File: src/rtl/fsm_timer_ctrl_pkg.sv
// Shared types and defaults for the START/RESET/READY timer link initiator.
package fsm_timer_pkg;

    typedef enum logic [2:0] {
        IDLE  = 3'd0,
        CLEAR = 3'd1,
        ARM   = 3'd2,
        WAIT  = 3'd3,
        ACK   = 3'd4,
        FIN   = 3'd5,
        ABRT  = 3'd6,
        ERR   = 3'd7
    } ctrl_state_t;

    localparam int N_DEF       = 256;
    localparam int TIMEOUT_DEF = N_DEF + 4;

    // Watchdog must hold TIMEOUT itself so that it can saturate there.
    function automatic int wdog_w(input int timeout);
        return $clog2(timeout + 1);
    endfunction

endpackage

File: src/rtl/fsm_timer_ctrl_wdog.sv
// Saturating WAIT-cycle watchdog; expired flags the last permitted WAIT cycle.
module fsm_wdog
    import fsm_timer_pkg::*;
#(
    parameter int TIMEOUT = TIMEOUT_DEF
) (
    input  logic CLK,
    input  logic N_RESET,
    input  logic clr,
    input  logic en,
    output logic expired
);

    localparam int W = wdog_w(TIMEOUT);

    logic [W-1:0] cnt;

    always_ff @(posedge CLK or negedge N_RESET) begin
        if (!N_RESET)
            cnt <= '0;
        else if (clr)
            cnt <= '0;
        else if (en && cnt != W'(TIMEOUT))
            cnt <= cnt + 1'b1;
    end

    assign expired = (cnt == W'(TIMEOUT - 1));

endmodule

File: src/rtl/fsm_timer_ctrl.sv
// Runs the linked N-state timer REQ_REPS times per accepted request, with abort and watchdog.
module fsm_timer_ctrl
    import fsm_timer_pkg::*;
#(
    parameter int N       = N_DEF,
    parameter int RW      = 8,
    parameter int TIMEOUT = N + 4
) (
    input  logic          CLK,
    input  logic          N_RESET,
    input  logic          REQ_VALID,
    input  logic [RW-1:0] REQ_REPS,
    output logic          REQ_READY,
    input  logic          ABORT,
    input  logic          TIMER_READY,
    output logic          TIMER_START,
    output logic          TIMER_RESET,
    output logic          BUSY,
    output logic          DONE,
    output logic          ERROR,
    output logic [RW-1:0] REPS_LEFT
);

    // A misconfigured TIMEOUT is raised so a healthy timer can always answer first.
    localparam int WD_LIMIT = (TIMEOUT > N - 1) ? TIMEOUT : N;

    ctrl_state_t state, state_nxt;
    logic        accept;
    logic        wd_expired;

    assign accept = (state == IDLE) && REQ_VALID;

    fsm_wdog #(.TIMEOUT(WD_LIMIT)) u_wdog (
        .CLK     (CLK),
        .N_RESET (N_RESET),
        .clr     (state == ARM),
        .en      (state == WAIT),
        .expired (wd_expired)
    );

    always_ff @(posedge CLK or negedge N_RESET) begin
        if (!N_RESET)
            state <= IDLE;
        else
            state <= state_nxt;
    end

    // ABORT outranks READY and watchdog expiry in every abortable state.
    always_comb begin
        state_nxt = state;
        case (state)
            IDLE:  if (REQ_VALID) state_nxt = (REQ_REPS == '0) ? FIN : CLEAR;
            CLEAR: state_nxt = ABORT ? ABRT : ARM;
            ARM:   state_nxt = ABORT ? ABRT : WAIT;
            WAIT: begin
                if (ABORT)            state_nxt = ABRT;
                else if (TIMER_READY) state_nxt = ACK;
                else if (wd_expired)  state_nxt = ERR;
            end
            ACK: begin
                if (ABORT)                   state_nxt = ABRT;
                else if (REPS_LEFT > RW'(1)) state_nxt = ARM;
                else                         state_nxt = FIN;
            end
            FIN, ABRT, ERR: state_nxt = IDLE;
            default:        state_nxt = IDLE;
        endcase
    end

    always_comb begin
        REQ_READY   = (state == IDLE);
        BUSY        = (state != IDLE);
        TIMER_START = (state == ARM);
        TIMER_RESET = (state == CLEAR) || (state == ACK) ||
                      (state == ABRT)  || (state == ERR);
        DONE        = (state == FIN);
    end

    always_ff @(posedge CLK or negedge N_RESET) begin
        if (!N_RESET) begin
            REPS_LEFT <= '0;
            ERROR     <= 1'b0;
        end else begin
            if (accept) begin
                REPS_LEFT <= REQ_REPS;
                ERROR     <= 1'b0;
            end else if (state == ACK) begin
                REPS_LEFT <= REPS_LEFT - 1'b1;
            end else if (state == ABRT) begin
                REPS_LEFT <= '0;
            end else if (state == ERR) begin
                REPS_LEFT <= '0;
                ERROR     <= 1'b1;
            end
        end
    end

endmodule

File: config.mk
export PLATFORM = sky130hd
export DESIGN_NAME = fsm_timer_ctrl
export DESIGN_NICKNAME = d
export VERILOG_FILES = /design/src/rtl/fsm_timer_ctrl_pkg.sv /design/src/rtl/fsm_timer_ctrl_wdog.sv /design/src/rtl/fsm_timer_ctrl.sv
export SDC_FILE = /design/constraint.sdc
export NUM_CORES = 1
export LEC_CHECK = 0
export BUFFER_PORTS_ARGS = -buffer_cell sky130_fd_sc_hd__buf_4
export CELL_PAD_IN_SITES_DETAIL_PLACEMENT = 0
export CELL_PAD_IN_SITES_GLOBAL_PLACEMENT = 1
export CORE_AREA = 2 2 72 74
export CTS_BUF_LIST = sky130_fd_sc_hd__clkbuf_16
export CTS_CLUSTER_DIAMETER = 40
export DETAILED_ROUTE_END_ITERATION = 8
export DIE_AREA = 0 0 74 76
export PLACE_DENSITY_LB_ADDON = 0.12
export SLEW_MARGIN = 20
export SYNTH_ARGS = -nofsm -noshare
export SYNTH_HDL_FRONTEND = slang
export SYNTH_SLANG_ARGS = --single-unit
File: constraint.sdc
create_clock -name CLK -period 4.3 [get_ports CLK]
set_input_delay 0.43 -clock CLK [delete_from_list [all_inputs] [get_ports CLK]]
set_output_delay 0.43 -clock CLK [all_outputs]
set_load 0.05 [all_outputs]
# Yosys cells after proc, flatten, opt, wreduce, memory -nomap -nowiden
# Index checks and enable logic that the tools add are counted.
[classes] n_reduce_logical=14 n_eq_ne=13 order_cmp=1 muxes=20 add_sub_neg=2
[ops] cell="2-to-1 mux 8 bit" n=4
[ops] cell="2-to-1 mux 3 bit" n=9
[ops] cell="2-to-1 mux 9 bit" n=2
[ops] cell="one-hot mux 3 bit (6 select lines)" n=1
[ops] cell="equality test 3 bit (second input constant)" n=4
[ops] cell="adder 9 x 1 -> 9 bit (second input constant)" n=1
[ops] cell="equality test 9 bit (second input constant)" n=1
[ops] cell="inequality test 9 bit (second input constant)" n=1
[ops] cell="> comparator 8 x 1 -> 1 bit (second input constant)" n=1
[ops] cell="logical NOT 8 bit" n=1
[ops] cell="subtractor 8 x 1 -> 8 bit (second input constant)" n=1
[ops] cell="equality test 3 x 2 -> 1 bit (second input constant)" n=2
[ops] cell="inequality test 2 bit (second input constant)" n=3
[ops] cell="2-to-1 mux 1 bit" n=4
[ops] cell="inequality test 4 bit (second input constant)" n=1
[ops] cell="nonzero test 2 bit" n=2
[ops] cell="nonzero test 4 bit" n=1
[ops] cell="equality test 3 x 1 -> 1 bit (second input constant)" n=1
[ops] cell="logical NOT 3 bit" n=1
[ops] cell="logical OR 1 bit" n=3
[ops] cell="AND reduction 3 bit" n=1
[ops] cell="nonzero test 3 bit" n=1
[ops] cell="OR reduction 3 bit" n=1
[ops] cell="logical AND 1 bit" n=2
[ops] cell="AND reduction 2 bit" n=1
[word_totals] wordCells=54 regBits=21 out_inout_bits=14 inputBits=13

# Logic depth before layout (Yosys ltp)
[logic_depth] ltp_word=5 ltp_mapped=7 ltp_nobuf=6

# Cells and area by module
# Synthesis repeated with hierarchy kept, for this count alone.
[unflattened] hier_cells=162 hier_area_um2=1390.1
[modules_own_cells] mod="fsm_timer_ctrl" cells_each=107 instances=1 area_per_inst_um2=873.3 seq_area_each_um2=300.3
[modules_own_cells] mod="fsm_wdog" cells_each=55 instances=1 area_per_inst_um2=516.7 seq_area_each_um2=225.2

# Worst setup path before layout
# No wires, ideal clock.
[synth_path] path_type="flip-flop to output port" start="register state[1]" end="output port REQ_READY" path_slack_ps=2240 path_stages_with_launch=5 arrival_time_ps=1630 path_buffers=1 required_time_ps=3870 cell_sequence="dfrtp_1 > clkbuf_1 > nor2_1 > nand2_1 > inv_1"
[synth_between] elab_chain_cells=1
[synth_rtl] element="start, declared" line="fsm_timer_ctrl.sv:27" rtl="ctrl_state_t state, state_nxt;"
[synth_rtl] element="start signal, assigned" line="fsm_timer_ctrl.sv:45" rtl="state <= state_nxt;"
[synth_rtl] element="logical NOT 3 bit" line="fsm_timer_ctrl.sv:71" rtl="REQ_READY = (state == IDLE);"
[synth_rtl] element="end, declared" line="fsm_timer_ctrl.sv:13" rtl="output logic REQ_READY,"
# No other way between the ends.

# Final worst setup path
[layout_path] start="register state[2]" end="output port TIMER_START"
[layout_between] elab_chain_cells=1
[layout_rtl] element="equality test 3 x 2 -> 1 bit" line="fsm_timer_ctrl.sv:73" rtl="TIMER_START = (state == ARM);"
[layout_rtl] element="end, declared" line="fsm_timer_ctrl.sv:16" rtl="output logic TIMER_START,"
# No other way between the ends.

==> results.ini <==
[status]
status = complete, no violations

[critical_path]
critical_path_arrival_ns = 1.84
criticalPathCategory = reg -> out
crit_path_start_kind = flop
critical_path.endpoint_type = primary output
crit_fanout = 17
ff2ff_setup_slack_ns = 2.34
r2r-end = REPS_LEFT[5]
critical_path_required_ns = 3.87
worstRegToRegCells = 4
critical_path.startpoint = state[2]
r2r-start = state[2]

[detailed_routing]
route.detailed.drc = 0
viasPerCell = 5.176
dr.pass1.iters = 4
post_drt_wl_per_cell_um = 15.24
ant_nets = 0
vias = 1294
drtIter0Drc = 50
routed_wl_mm = 3.811

[timing]
fmax_mhz = 441.4
slew_headroom = 0.3444
setup_tns_ns = 0
final-setup-viol-count = 0
finClkSkew_ns = 0.001225
slew_viol_final = 0
rsz0062_at_grt = false
hold_viol = 0
layout_min_cycle_time_ns = 2.265
period_share = 0.5268
worst_pin_slew_ns = 0.9759

[power_and_ir_drop]
p_leak_nw = 0.7553
p_seq_frac = 0.287
switching_share = 0.5010
p_comb_frac = 0.547
p_per_area_nw_per_um2 = 716.9
internal_power_w = 0.0006168
clock_power_share = 0.166
irDropWorstVdd_uv = 313.7
power_w = 0.001236
p_switching_w = 0.0006193

[clock_network]
cts_resized = 0
h-tree-depth = 1
clk_latency_ns = 0.26
cts_buffer_depth = 2
post_cts.repair.setup_buffers = 0
cts_buffers = 3
cts.hold.buffers_added = 0
clk_pin_slew_worst_paths_ns = 0.06
cts-root-buf = clkbuf_16
cts_tree = yes
cts_sinks = 21

[synth]
syn_area_um2 = 1395
synth.distinct_cells = 45
synth_nets = 173
synth_ff_type = dfrtp_1
synth-seq-cells = 21
syn_avg_cell_area_um2 = 8.943
yosys_warnings = 0
synth_edf_count = 0
async_flop_share = 1.000
ys_seq_area_frac = 0.3767
syn-instance-count = 156

[cells_and_area]
n_fill_cell = 516
nets = 198
fin_area_um2 = 1724
stdcell_count = 250
syn2layout_area_growth_pct = 23.59
drive_gt1_frac = 0.2000
antenna_cells = 0

[global_routing]
grt_max_degree = 22
grt_usage = 0.1483
grt_pass1_wl_mm = 6.486
antenna_found_initial = 0
grt_overflow = 0
first_global_vias = 1356

[floorplanning]
rows = 26
dieWidth_um = 74
start_util = 0.2840
die_y_um = 76
die_area_um2 = 5624
ios = 27
core_um2 = 4912

[worst_hold_path]
min_path_type = in -> async

[placed_design]
gp_congestion = 0.7863
portBuffers = 26
dp_cells = 246
post-dp-hpwl_mm = 2.820
placed_area_um2 = 1645

[job]
cap_violations = 0

kinds of logic after synthesis:
| group | Yosys count | synth area share |
|---|---|---|
| AOI/OAI and AO/OA | 45 | 0.2296 |
| xor gates and xnor gates | 3 | 0.01884 |
| adders and majority gates | 4 | 0.03588 |
| buffers and inverters | 15 | 0.04753 |
| DFF | 21 | 0.3767 |
| muxes | 4 | 0.03139 |
| and+or+nand+nor | 64 | 0.2601 |
placed cells by master, fill, tap and decap left out, types with 2 or more instances in the layout:
master     Yosys  layout
a221o_1        3       3
o21ai_0        8       8
nor4_1         2       2
xnor2_1        3       3
a31oi_1        5       5
nand2b_1       3       3
nor2b_1        4       4
dfrtp_1       21      21
mux2_2         3       3
a22o_1         2       2
nand3_1        6       6
a21oi_1       10      10
clkbuf_16      0       3
o211ai_1       3       3
nor3_1         5       5
o21bai_1       2       2
nor4bb_1       2       2
inv_1          9      10
nand4_1        3       3
a21o_1         3       3
buf_4          0      26
or3_1          3       3
nand2_1        7       7
nor2_1        20      20
ha_1           4       4
registers in the layout, summed over array words and instances, names as in the netlist:
| register | cells |
|---|---|
| ERROR | 1 |
| u_wdog.cnt | 9 |
| REPS_LEFT | 8 |
| state | 3 |
how the worst max path moves through the flow:
stage                              end
final                      TIMER_START
after global routing       TIMER_START
after CTS                  TIMER_START
after detailed placement  REPS_LEFT[5]
after global placement     TIMER_START
after floorplan              REQ_READY
critical path: stages (launching register included):
cell and delay, ns:
dfrtp_1 0.55, nand2b_1 0.28, nor2_1 0.45, buf_4 0.30
cell type report:
class,instances,area (µm²),area share
multi-input combinational,120,803.3,0.4659
sequential,21,525.5,0.3048
timing repair buffer,26,195.2,0.1132
tap,70,87.58,0.05080
clock buffer,3,75.07,0.04354
inverter,9,33.78,0.01959
clock inverter,1,3.754,0.002177
power by group through the flow:
stage               combinational, W  sequential [W]  clock, W
floorplan                   0.000434        0.000407         0
global placement            0.000676        0.000356         0
detailed placement          0.000681        0.000358         0
CTS                         0.000684        0.000354  0.000208
global route                0.000733        0.000370  0.000218
finish                      0.000676        0.000354  0.000205
cell usage after synthesis (2+ instances only):
cell | number | area share
o21bai_1 | 2 | 0.011
nor3_1 | 5 | 0.018
or3_1 | 3 | 0.013
buf_2 | 2 | 0.0072
nand4_1 | 3 | 0.013
nor2b_1 | 4 | 0.018
a31oi_1 | 5 | 0.022
a221o_1 | 3 | 0.022
o211ai_1 | 3 | 0.016
ha_1 | 4 | 0.036
dfrtp_1 | 21 | 0.38
a22o_1 | 2 | 0.013
xnor2_1 | 3 | 0.019
clkbuf_1 | 3 | 0.0081
nor4bb_1 | 2 | 0.014
inv_1 | 9 | 0.024
nand2b_1 | 3 | 0.013
nor4_1 | 2 | 0.0090
o21ai_0 | 8 | 0.029
nand3_1 | 6 | 0.022
a21oi_1 | 10 | 0.036
nand2_1 | 7 | 0.019
mux2_2 | 3 | 0.024
a21o_1 | 3 | 0.016
nor2_1 | 20 | 0.054
stage by stage:
stage | hold WS (ns) | utilization | worst slack, ns
after global placement | 0.3403 | 0.3349 | 2.380
after floorplan | 0.1344 | - | 2.240
final | 0.05443 | 0.3510 | 2.035
after detailed placement | 0.3458 | 0.3349 | 2.317
after global routing | 0.07494 | 0.3510 | 1.892
after CTS | 0.06842 | 0.3510 | 2.031
metal layers:
metal | part of all wire | global-route usage | vias up
li1 | - | - | 631
met1 | 0.44 | 0.1833 | 625
met2 | 0.51 | 0.2464 | 29
met3 | 0.032 | 0.02910 | 9
met4 | 0.023 | 0.06182 | 0
met5 | 0 | 0 | -
Power figures use the tool's default switching activity.
